--- src/rtl/corr_readout_master_if.sv ---
// Register-bus read port plus DMA-side valid/ready stream of the correlator readout master.
interface corr_readout_master_if #(parameter int ADDR_WIDTH = 16);
   logic                  rd_en;
   logic [ADDR_WIDTH-1:0] reg_addr;
   logic [31:0]           rdata;
   logic [31:0]           m_data;
   logic                  m_valid;
   logic                  m_ready;
   logic                  m_last;

   modport master (output rd_en, reg_addr, m_data, m_valid, m_last, input rdata, m_ready);
   modport slave  (input rd_en, reg_addr, m_data, m_valid, m_last, output rdata, m_ready);
endinterface

--- src/rtl/corr_readout_master.sv ---
// Frame readout initiator: on each start, reads a register window from every correlator
// channel and streams a header word plus the returned data toward DMA through a FWFT FIFO.
module corr_readout_master #(
   parameter int                    ADDR_WIDTH  = 16,
   parameter logic [ADDR_WIDTH-1:0] BASE_ADDR   = 16'h8000,
   parameter int                    CHANNELS    = 8,
   parameter int                    CH_SHIFT    = 6,
   parameter int                    REG_OFFSET  = 4,
   parameter int                    REGS_PER_CH = 4,
   parameter int                    RD_LAT      = 1,
   parameter int                    FIFO_DEPTH  = 16
) (
   input  logic                  clk,
   input  logic                  reset,
   input  logic                  start,
   corr_readout_master_if.master bus,
   output logic                  busy,
   output logic                  done,
   output logic                  overrun,
   output logic [15:0]           frame_cnt
);
   localparam int PTR_W = (FIFO_DEPTH > 1) ? $clog2(FIFO_DEPTH) : 1;
   localparam int CNT_W = PTR_W + 1;
   localparam int CH_W  = (CHANNELS > 1) ? $clog2(CHANNELS) : 1;
   localparam int R_W   = (REGS_PER_CH > 1) ? $clog2(REGS_PER_CH) : 1;
   localparam logic [CNT_W:0]   DEPTH_L = (CNT_W+1)'(FIFO_DEPTH);
   localparam logic [CNT_W-1:0] FULL_L  = CNT_W'(FIFO_DEPTH);
   localparam logic [CH_W-1:0]  CH_LAST = CH_W'(CHANNELS - 1);
   localparam logic [R_W-1:0]   R_LAST  = R_W'(REGS_PER_CH - 1);

   typedef enum logic [1:0] {IDLE, HDR, ISSUE, DRAIN} state_t;

   state_t                state_q, state_d;
   logic [15:0]           frame_cnt_q, frame_cnt_d;
   logic                  overrun_q, overrun_d;
   logic [CH_W-1:0]       ch_q, ch_d;
   logic [R_W-1:0]        r_q, r_d;
   logic [ADDR_WIDTH-1:0] addr_q, addr_d;
   logic [CNT_W-1:0]      outst_q, outst_d;
   logic [RD_LAT-1:0]     tag_q, tag_d, tag_last_q, tag_last_d;
   logic [PTR_W-1:0]      wr_ptr_q, wr_ptr_d, rd_ptr_q, rd_ptr_d;
   logic [CNT_W-1:0]      count_q, count_d;
   logic [32:0]           mem [FIFO_DEPTH];

   logic [ADDR_WIDTH-1:0] cur_addr;
   logic                  issue, last_rd, data_push, final_push, push, pop, accept, busy_c;
   logic                  fifo_valid;
   logic [32:0]           push_word;

   always_comb begin
      cur_addr   = BASE_ADDR + (ADDR_WIDTH'(ch_q) << CH_SHIFT) + ADDR_WIDTH'(REG_OFFSET)
                 + ADDR_WIDTH'(r_q);
      last_rd    = (ch_q == CH_LAST) && (r_q == R_LAST);
      data_push  = tag_q[RD_LAT-1];
      final_push = data_push & tag_last_q[RD_LAT-1];
      fifo_valid = (count_q != '0);
      pop        = fifo_valid & bus.m_ready;
      // busy drops in the cycle the final data word is written, so a start there is accepted
      busy_c     = (state_q != IDLE) & ~final_push;
      accept     = start & ~busy_c;
      // credit: every issued read already owns a FIFO slot, so returns never see a full FIFO
      issue      = (state_q == ISSUE) && (({1'b0, count_q} + {1'b0, outst_q}) < DEPTH_L);
      push       = data_push;
      push_word  = {tag_last_q[RD_LAT-1], bus.rdata};

      state_d     = state_q;
      frame_cnt_d = frame_cnt_q;
      ch_d        = ch_q;
      r_d         = r_q;
      addr_d      = addr_q;
      overrun_d   = overrun_q | (start & busy_c);

      case (state_q)
         HDR: begin
            if ((count_q != FULL_L) || pop) begin
               push      = 1'b1;
               push_word = {1'b0, 16'hA5C0, frame_cnt_q};
               state_d   = ISSUE;
            end
         end
         ISSUE: begin
            if (issue) begin
               addr_d = cur_addr;
               if (r_q == R_LAST) begin
                  r_d  = '0;
                  ch_d = ch_q + CH_W'(1);
               end else begin
                  r_d = r_q + R_W'(1);
               end
               if (last_rd) state_d = DRAIN;
            end
         end
         DRAIN: begin
            if (final_push) state_d = IDLE;
         end
         default: ;
      endcase

      if (accept) begin
         state_d     = HDR;
         frame_cnt_d = frame_cnt_q + 16'd1;
         ch_d        = '0;
         r_d         = '0;
      end

      tag_d      = (tag_q << 1) | RD_LAT'(issue);
      tag_last_d = (tag_last_q << 1) | RD_LAT'(issue & last_rd);

      outst_d = outst_q;
      if (issue && !data_push)      outst_d = outst_q + CNT_W'(1);
      else if (!issue && data_push) outst_d = outst_q - CNT_W'(1);

      count_d = count_q;
      if (push && !pop)      count_d = count_q + CNT_W'(1);
      else if (!push && pop) count_d = count_q - CNT_W'(1);

      wr_ptr_d = push ? wr_ptr_q + PTR_W'(1) : wr_ptr_q;
      rd_ptr_d = pop  ? rd_ptr_q + PTR_W'(1) : rd_ptr_q;
   end

   always_ff @(posedge clk or posedge reset) begin
      if (reset) begin
         state_q     <= IDLE;
         frame_cnt_q <= '0;
         overrun_q   <= 1'b0;
         ch_q        <= '0;
         r_q         <= '0;
         addr_q      <= '0;
         outst_q     <= '0;
         tag_q       <= '0;
         tag_last_q  <= '0;
         wr_ptr_q    <= '0;
         rd_ptr_q    <= '0;
         count_q     <= '0;
      end else begin
         state_q     <= state_d;
         frame_cnt_q <= frame_cnt_d;
         overrun_q   <= overrun_d;
         ch_q        <= ch_d;
         r_q         <= r_d;
         addr_q      <= addr_d;
         outst_q     <= outst_d;
         tag_q       <= tag_d;
         tag_last_q  <= tag_last_d;
         wr_ptr_q    <= wr_ptr_d;
         rd_ptr_q    <= rd_ptr_d;
         count_q     <= count_d;
      end
   end

   always_ff @(posedge clk) begin
      if (push) mem[wr_ptr_q] <= push_word;
   end

   assign bus.rd_en    = issue;
   assign bus.reg_addr = issue ? cur_addr : addr_q;
   assign bus.m_valid  = fifo_valid;
   assign bus.m_data   = fifo_valid ? mem[rd_ptr_q][31:0] : 32'h0;
   assign bus.m_last   = fifo_valid & mem[rd_ptr_q][32];
   assign busy         = busy_c;
   assign done         = final_push;
   assign overrun      = overrun_q;
   assign frame_cnt    = frame_cnt_q;
endmodule

--- src/flat_wrapper.sv ---
// flat-port wrapper written by rule: the top's interface ports become plain ports
module corr_readout_master_flat 
#(
   parameter int                    ADDR_WIDTH  = 16,
   parameter logic [ADDR_WIDTH-1:0] BASE_ADDR   = 16'h8000,
   parameter int                    CHANNELS    = 8,
   parameter int                    CH_SHIFT    = 6,
   parameter int                    REG_OFFSET  = 4,
   parameter int                    REGS_PER_CH = 4,
   parameter int                    RD_LAT      = 1,
   parameter int                    FIFO_DEPTH  = 16
)
  (clk, reset, start, busy, done, overrun, frame_cnt, bus_rd_en, bus_reg_addr, bus_m_data, bus_m_valid, bus_m_last, bus_rdata, bus_m_ready);
  corr_readout_master_if #(.ADDR_WIDTH(ADDR_WIDTH)) bus_i ();
  input  logic clk;
  input  logic reset;
  input  logic start;
  output logic busy;
  output logic done;
  output logic overrun;
  output logic [15:0] frame_cnt;
  output wire logic [$bits(bus_i.rd_en)-1:0] bus_rd_en;
  output wire logic [$bits(bus_i.reg_addr)-1:0] bus_reg_addr;
  output wire logic [$bits(bus_i.m_data)-1:0] bus_m_data;
  output wire logic [$bits(bus_i.m_valid)-1:0] bus_m_valid;
  output wire logic [$bits(bus_i.m_last)-1:0] bus_m_last;
  input wire logic [$bits(bus_i.rdata)-1:0] bus_rdata;
  input wire logic [$bits(bus_i.m_ready)-1:0] bus_m_ready;
  assign bus_rd_en = bus_i.rd_en;
  assign bus_reg_addr = bus_i.reg_addr;
  assign bus_m_data = bus_i.m_data;
  assign bus_m_valid = bus_i.m_valid;
  assign bus_m_last = bus_i.m_last;
  assign bus_i.rdata = bus_rdata;
  assign bus_i.m_ready = bus_m_ready;
  corr_readout_master #(.ADDR_WIDTH(ADDR_WIDTH), .BASE_ADDR(BASE_ADDR), .CHANNELS(CHANNELS), .CH_SHIFT(CH_SHIFT), .REG_OFFSET(REG_OFFSET), .REGS_PER_CH(REGS_PER_CH), .RD_LAT(RD_LAT), .FIFO_DEPTH(FIFO_DEPTH)) u_core (.clk(clk), .reset(reset), .start(start), .bus(bus_i), .busy(busy), .done(done), .overrun(overrun), .frame_cnt(frame_cnt));
endmodule
--- config.mk ---
export PLATFORM = sky130hd
export DESIGN_NAME = corr_readout_master_flat
export DESIGN_NICKNAME = d
export VERILOG_FILES = /design/src/rtl/corr_readout_master_if.sv /design/src/rtl/corr_readout_master.sv /design/src/flat_wrapper.sv
export SDC_FILE = /design/constraint.sdc
export NUM_CORES = 1
export LEC_CHECK = 0
export BUFFER_PORTS_ARGS = -buffer_cell sky130_fd_sc_hd__buf_2
export CORE_MARGIN = 1.5
export CORE_UTILIZATION = 50
export DETAILED_ROUTE_END_ITERATION = 8
export MAX_ROUTING_LAYER = met4
export PLACE_DENSITY = 0.7
export SYNTH_ARGS = -nofsm -noshare
export SYNTH_HDL_FRONTEND = slang
export SYNTH_SLANG_ARGS = --single-unit
--- constraint.sdc ---
create_clock -name clk -period 4.15 [get_ports clk]
set_clock_uncertainty 0.1 [all_clocks]
set_input_delay 1.0375 -clock clk [delete_from_list [all_inputs] [get_ports clk]]
set_output_delay 1.0375 -clock clk [all_outputs]
set_load 0.01 [all_outputs]
# [After elaboration in Yosys (flattened, before gate mapping)]
# Memories as Yosys holds them, arrays and structs flattened.
# Cells that the tools add are included.
[word_totals] n_memories=1 word_cells=95 register_bits=60 mem_bits_rw=528 in_bits=36 output_inout_bits=70
[classes] bitwise=10 order_cmp=1 n_reduce_logical=22 n_mux=26 n_eq_ne=10 add_sub_neg=13
[mem_list] memory="u_core.mem" depth=16 word_bits=33 read_ports=1 rd_clocked_by_memory_dff=0 wr=1 line_no="corr_readout_master.sv:43" text="logic [32:0] mem [FIFO_DEPTH];"
[op_table] cell="$mux 33" count=2
[op_table] cell="$mux 32" count=1
[op_table] cell="$mux 5" count=4
[op_table] cell="$mux 2" count=9
[op_table] cell="$add 16x1->16 const B" count=1
[op_table] cell="$add 16x2->16" count=1
[op_table] cell="$add 16x3->16 const B" count=1
[op_table] cell="$add 16x9->16 const A" count=1
[op_table] cell="$mux 16" count=1
[op_table] cell="$mux 3" count=4
[op_table] cell="$reduce_bool 2->1" count=6
[op_table] cell="$add 5x1->5 const B" count=2
[op_table] cell="$sub 5x1->5 const B" count=2
[op_table] cell="$ne 3x1->1 const B" count=3
[op_table] cell="$add 4x1->4 const B" count=2
[op_table] cell="$and 1x1->1" count=7
[op_table] cell="$add 5x5->6" count=1
[op_table] cell="$eq 2x2->1 const B" count=3
[op_table] cell="$logic_and 1x1->1" count=6
[op_table] cell="$lt 6x5->1 const B" count=1
[op_table] cell="$pmux 2 s3" count=1
[op_table] cell="$ne 5x5->1 const B" count=1
[op_table] cell="$reduce_and 5->1" count=1
[op_table] cell="$reduce_bool 5->1" count=1
[op_table] cell="other kinds (13)" count=20

# [Logic depth before layout (Yosys ltp)]
# Gate-level depths: netlist (run 1).
[logic_depth] ltp_word=9 depth_mapped=12 mapped_depth_nobuf=12

# [Worst setup path after synthesis (run 1)]
# Ideal clock, no wire load.
[synth_timing] path_kind="input to register" start="input bus_m_ready" end="memory u_core.mem[3][0] (enable)" slack_ns=-0.455 t_arrival_ns=4.041 stages=5 setup_time_ns=0.464 cell_sequence="nor3b_1 > a221oi_1 > clkbuf_1 > nand2_1 > nor3_1"
[synth_between] elab_chain_len=6
[synth_rtl] item="from (decl)" line_no="flat_wrapper.sv:28" text="input wire logic [$bits(bus_i.m_ready)-1:0] bus_m_ready;"
[synth_rtl] item="$and 1x1->1" line_no="corr_readout_master.sv:57" text="pop = fifo_valid & bus.m_ready;"
[synth_rtl] item="$logic_or 1x1->1" line_no="corr_readout_master.sv:75" text="if ((count_q != FULL_L) || pop) begin"
[synth_rtl] item="$mux 1" line_no="corr_readout_master.sv:75"
[synth_rtl] item="$mux 1" line_no="corr_readout_master.sv:73" text="case (state_q)"
[synth_rtl] item="$mux 1" line_no="corr_readout_master.sv:152" text="if (push) mem[wr_ptr_q] <= push_word;"
[synth_rtl] item="$mux 1 (implied by the code)" line_no="corr_readout_master.sv:152"
[synth_rtl] item="to (decl)" line_no="corr_readout_master.sv:43"
# Every way passes these cells.

# [Worst setup path after layout (run 1)]
[layout_timing] start="register u_core.rd_ptr_q[1]" end="output bus_m_data[10]"
[layout_between] elab_chain_len=2
[layout_rtl] item="from (decl)" line_no="corr_readout_master.sv:41" text="logic [PTR_W-1:0] wr_ptr_q, wr_ptr_d, rd_ptr_q, rd_ptr_d;"
[layout_rtl] item="from (signal assigned)" line_no="corr_readout_master.sv:146" text="rd_ptr_q <= rd_ptr_d;"
[layout_rtl] item="$mem_v2 16x33"
[layout_rtl] item="$mux 32" line_no="corr_readout_master.sv:158" text="assign bus.m_data = fifo_valid ? mem[rd_ptr_q][31:0] : 32'h0;"
[layout_rtl] item="to (decl)" line_no="flat_wrapper.sv:24" text="output wire logic [$bits(bus_i.m_data)-1:0] bus_m_data;"
# Every way passes these cells.

==> out/metrics.cfg, run 1 <==
[power]
p_clk_share_pct=29.6
p_leak_nw=9.35
switching_power_mw=5.33
seqPwrFrac_pct=40.2
internal_power_mw=12.5
power.density_nw_per_um2=657
p_comb_share_pct=30.2
switching_share_pct=29.9
max-vdd-ir-drop_mv=0.555

[synth]
synth_area_um2=23700
ys_ff_latch=588
synth_ff_type=edfxtp_1
seq_area_frac_synth_pct=73.4
syn_avg_cell_area_um2=19.5
synth-edff-count=528
ys_warn_count=0
synth_cell_types=50
async_flop_share_pct=10.2
synthCells=1210
synthesis.nets=1269

[floorplan]
chipWidth_um=220
ios=106
core_area_um2=46700
rows=79
initial_utilization_pct=50.7
dieArea_um2=48600
fp.dieH_um=220

[timing]
clock.fmax_mhz=257
rsz0062_at_grt=no
report.final.hold_viol_count=0
period_share_pct=93.8
setup_violations=0
slew_viol_final=0
layout_min_cycle_time_ns=3.89
max_slew_margin_pct=32.3
tns_ns=0
tightest_slew_ns=1.01

[critical_path]
crit_type=register to output pin
cp_data_required_time_ns=3.01
path_cells=buf_12 -> mux4_2 -> mux2_2 -> nand2_1 -> nand3_1 -> buf_2
critPathMaxFanout=32
slowest_delay_ns=0.64
end_kind=output pin
cp_slowest_cell=dfrtp_4
critPathLaunchType=register
cp.arrival_ns=2.75

[routing]
dr_total_vias=11800
ant_nets=0
vias_per_cell=5.84
drc=6
drtPass1Iterations=7
drt-initial-drc-count=1108
routed_wl_mm=48.9
wl_per_cell_um=24.3

[global_route]
grt_pass1_vias=12200
gr-usage-met1_pct=29.1
grt_pass1_wl_mm=73.5
grt_util_met3_pct=3.74
grt_max_degree=68
use_met2_pct=34.0
antenna_found_initial=1
gr-max-usage-layer=met2
overflow=0
grt_use_total_pct=21.3

[clocking]
cts_tree=built
cts_resized=0
clock_path_buffers=3
ctsHoldBuffers=0
path_clk_slew_ns=0.06
clk_latency_ns=0.60
postCtsSetupBuffers=0
cts_made_buffers=58
h-tree-depth=2
cts.sinks=588
ctsRootBufferMaster=clkbuf_16

[finish]
drive_gt1_share_pct=33.6
area_delta_synth_final_pct=14.8
fin_util_pct=58.2
nNetsFinal=1415

[placement]
portBuffers=105
dp_hpwl_mm=28.0
gp_congestion=0.734

[outcome]
outcome=finished with violations
violations=DRC

[hold_path]
hold_path_class=register to register

[flow_run]
maxCapViolCount=0

==> layout by cell type (no fill, tap or decap), types with 4 or more instances in the layout <==
cell | synthesis | layout
a21o_1 | 5 | 5
a21oi_1 | 7 | 6
and2_1 | 21 | 20
and3_2 | 0 | 15
buf_12 | 1 | 14
buf_2 | 22 | 105
buf_4 | 5 | 30
bufinv_16 | 0 | 8
clkbuf_1 | 29 | 9
clkbuf_16 | 0 | 58
clkinv_1 | 1 | 9
clkinv_2 | 0 | 17
dfrtp_1 | 60 | 57
edfxtp_1 | 528 | 528
ha_1 | 21 | 21
inv_1 | 12 | 11
mux2_2 | 49 | 49
mux2_4 | 13 | 13
mux2i_1 | 6 | 6
mux4_2 | 132 | 132
nand2_1 | 58 | 57
nand2b_1 | 5 | 5
nand3_1 | 106 | 106
nand4_1 | 8 | 8
nor2_1 | 7 | 7
nor2b_1 | 16 | 15
nor3_1 | 5 | 4
o211ai_1 | 4 | 4
o21ai_0 | 7 | 7
or2_2 | 6 | 6
xnor2_1 | 21 | 21
xor2_1 | 6 | 6
==> critical path, delay by kind of cell, from the launching register on <==
family	cells	cell delay (ns)
buf+inv	2	0.45
flops	1	0.64
mux	2	0.82
simple gates	2	0.21
==> synth_stat cells, types with 5 or more instances <==
library cell,number,share of area (%)
nor2_1,7,0.11
and3_1,18,0.48
o21ai_0,7,0.15
and2_1,21,0.56
a21o_1,5,0.16
nand2_1,58,0.92
xnor2_1,21,0.78
buf_4,5,0.16
edfxtp_1,528,67
inv_1,12,0.19
or2_2,6,0.16
mux4_2,132,13
nand3_1,106,2.2
mux2_2,49,2.3
buf_2,22,0.47
nor3_1,5,0.11
nand2b_1,5,0.13
nand4_1,8,0.21
clkbuf_1,29,0.46
mux2i_1,6,0.25
mux2_4,13,0.83
xor2_1,6,0.22
a21oi_1,7,0.15
nor2b_1,16,0.42
ha_1,21,1.1
dfrtp_1,60,6.3
==> stage by stage <==
step                      power [mW]  hold slack (ns)  setup slack (ns)  instances  instance area, um2
after detailed placement        12.7            0.341             0.674       1902               25200
after global placement          12.6            0.338             0.731       1902               25200
final                           17.8            0.356             0.259       2014               27100
after global routing            18.7            0.378             0.112       2014               27100
after CTS                       18.0            0.357            0.0484       2012               27100
after floorplan                 11.0            0.325             0.552       1210               23700
==> logic make-up after synthesis <==
kind of cell               count (synthesis)  share of synthesized area (%)
DFF                                      588                           73.4
and+or+nand+nor                          263                           5.94
muxes                                    200                           16.0
buffers and inverters                     77                           1.53
AOI/OAI and AO/OA                         32                          0.883
xor gates and xnor gates                  27                           1.00
adders and majority gates                 23                           1.28
==> metal layers <==
layer  up-vias  routed length (um)
met5         -                   0
met4         0                 714
met3        54                2840
met2       351               24100
met1      6205               21200
li1       5159                   -
==> power by group through the flow <==
| stage | logic [mW] | registers [mW] | clock network, mW |
|---|---|---|---|
| 3_3_place_gp | 5.31 | 7.30 | 0 |
| 5_1_grt | 5.88 | 7.22 | 5.57 |
| 4_1_cts | 5.44 | 7.20 | 5.36 |
| 2_1_floorplan | 3.97 | 7.07 | 0 |
| 6_report | 5.39 | 7.17 | 5.27 |
| 3_5_place_dp | 5.40 | 7.32 | 0 |
==> area by class of cell <==
cell class	count	area, um2
Clock inverter	42	434
Inverter	13	48.8
Antenna cell	1	2.50
Fill cell	3395	19500
Sequential cell	588	17400
Clock buffer	68	1500
Tap cell	607	759
Timing Repair Buffer	150	1050
Multi-Input combinational cell	545	5990
==> path summary, 6_finish.rpt <==
path	start	end	slack (ns)	cells past startpoint
setup / recovery	u_core.rd_ptr_q[1]	bus_m_data[10]	0.26	6
hold / removal	u_core.overrun	u_core.overrun	0.36	1
setup reg to reg	u_core.count_q[2]	u_core.outst_q[4]	0.71	11
hold reg to reg	u_core.overrun	u_core.overrun	0.36	1
max in group asynchronous	reset	u_core.count_q[1]	2.78	3
min in group asynchronous	reset	u_core.frame_cnt[6]	0.45	2
==> state kept, by name (all words and copies together), names as in the netlist <==
name and flops:
u_core.mem 528, u_core.addr_q 16, u_core.frame_cnt 16, u_core.count_q 5
u_core.outst_q 5, u_core.rd_ptr_q 4, u_core.wr_ptr_q 4, u_core.ch_q 3
u_core.r_q 2, u_core.state_q 2, u_core.data_push 1, u_core.overrun 1
u_core.tag_last_q 1
(Power assumes the default switching activity.)
==> inputs of run 2 (changes only) <==
--- a/config.mk
+++ b/config.mk
@@ -7,10 +7,9 @@
 export LEC_CHECK = 0
 export BUFFER_PORTS_ARGS = -buffer_cell sky130_fd_sc_hd__buf_2
 export CORE_MARGIN = 1.5
-export CORE_UTILIZATION = 50
+export CORE_UTILIZATION = 55
 export DETAILED_ROUTE_END_ITERATION = 8
-export MAX_ROUTING_LAYER = met4
-export PLACE_DENSITY = 0.7
+export PLACE_DENSITY = 0.75
 export SYNTH_ARGS = -nofsm -noshare
 export SYNTH_HDL_FRONTEND = slang
 export SYNTH_SLANG_ARGS = --single-unit
==> run 2 against run 1 <==
  * The run now ends clean
  * Largest power group unchanged
  * Routed wire length rose by 3.6%
  * Final area fell by 0.37%
  * Global-route usage rose by 2.3 points
  * Critical path depth did not move
  * First-iteration DRC count rose by 7.0%
  * Clock-buffer cell count rose by 1
  * Utilization rose by 5.9 points
==> out/metrics.cfg, run 2 (synthesis gave the netlist of run 1 again) <==
[power]
max-vdd-ir-drop_mv=0.538
power.density_nw_per_um2=656
p_leak_nw=9.30

[critical_path]
cp.arrival_ns=2.80
cp_data_required_time_ns=3.01
end_kind=output pin
critPathLaunchType=register
crit_type=register to output pin
critPathMaxFanout=67

[finish]
nNetsFinal=1414
largest_register=u_core.mem
drive_gt1_share_pct=33.0
final_cell_count_no_fill=1940
diodes=0
final_common_cell=edfxtp_1
largest_reg_flops=528
final_cell_mix=edfxtp_1, mux4_2, nand3_1, buf_2, clkbuf_16
area_delta_synth_final_pct=14.3
fin_util_pct=64.0

[timing]
slew_viol_final=0
clock.fmax_mhz=254
layout_min_cycle_time_ns=3.94
tns_ns=0
rsz0062_at_grt=no
report.final.hold_viol_count=0
period_share_pct=94.9
tightest_slew_ns=1.01
max_slew_margin_pct=32.2
setup_ws_ns=0.211
setup_violations=0

[floorplan]
rows=75
dieArea_um2=44300
initial_utilization_pct=56.0
fp.dieH_um=210
ios=106
chipWidth_um=210
core_area_um2=42200

[global_route]
grt_pass1_vias=12500
antenna_found_initial=1
overflow=0
grt_pass1_wl_mm=76.6
grt_max_degree=68
grt_use_total_pct=23.5

[hold_path]
hold_path_class=input pin to asynchronous set/reset pin

[placement]
gp_congestion=0.750
dp_slack_ns=0.664
dpl.cell_count=1833
portBuffers=105
dp_hpwl_mm=28.2

[routing]
drc=0
routed_wl_mm=50.6
vias_per_cell=6.21
ant_nets=0
wl_per_cell_um=26.1
dr_total_vias=12100
drt-initial-drc-count=1186
drtPass1Iterations=5

[flow_run]
maxCapViolCount=0

[clocking]
path_clk_slew_ns=0.06
ctsRootBufferMaster=clkbuf_16
clk_latency_ns=0.60
h-tree-depth=2
cts_made_buffers=57
clock_path_buffers=3
cts.sinks=588
cts_tree=built

[outcome]
outcome=finished clean

run 2: cell type report:
cell class                 count  area, um2
sequential                   588      17400
inverter                      13       48.8
tap                          539        674
timing repair buffer         150       1110
clock inverter                36        345
fill                        2794      15200
multi-input combinational    545       5990
clock buffer                  69       1510
run 2: worst paths after layout:
| check | start | slack, ns | depth (start not counted) | end |
|---|---|---|---|---|
| max | u_core.count_q[0] | 0.21 | 6 | bus_m_data[2] |
| min | reset | 0.32 | 2 | u_core.addr_q[12] |
| max reg2reg | u_core.count_q[2] | 0.69 | 11 | u_core.outst_q[4] |
| min reg2reg | u_core.overrun | 0.35 | 1 | u_core.overrun |
| max in group asynchronous | reset | 2.87 | 3 | u_core.rd_ptr_q[3] |
| min in group clk | u_core.overrun | 0.35 | 1 | u_core.overrun |
run 2: where the power goes:
group	internal, mW	leakage, nW	switching [mW]	total (mW)
sequential	6.80	5.49	0.385	7.19
clock	2.96	0.886	2.15	5.11
combinational	2.61	2.92	2.83	5.45
total	12.4	9.30	5.37	17.7
run 2: worst max-delay path: stages (launching register included):
cell and delay, ns:
dfrtp_1 0.45, nor4_4 0.58, nand2_2 0.08, buf_4 0.42, nand3_1 0.27, nand3_1 0.19, buf_2 0.19
run 2: layer usage:
| metal | share of wire, % | wire, um | vias to the layer above | GRT usage, % |
|---|---|---|---|---|
| li1 | - | - | 5162 | - |
| met1 | 42 | 21000 | 6319 | 33.9 |
| met2 | 50 | 25100 | 497 | 38.4 |
| met3 | 7.1 | 3610 | 74 | 3.67 |
| met4 | 1.8 | 898 | 2 | 5.71 |
| met5 | 0.024 | 12 | - | 0 |
run 2: what timing repair did:
action	CTS	global route
buffers inserted	0	2
endpoints found under the hold margin	0	0
resized for setup	0	0
setup endpoints to repair	0	11
hold buffers	0	0
run 2: through the flow:
step | instance area, um2 | power [mW] | hold slack, ns
global route | 27000 | 18.5 | 0.346
finish | 27000 | 17.7 | 0.322
global placement | 25200 | 12.6 | 0.340
CTS | 27000 | 17.8 | 0.311
detailed placement | 25200 | 12.7 | 0.342
floorplan | 23700 | 11.0 | 0.325
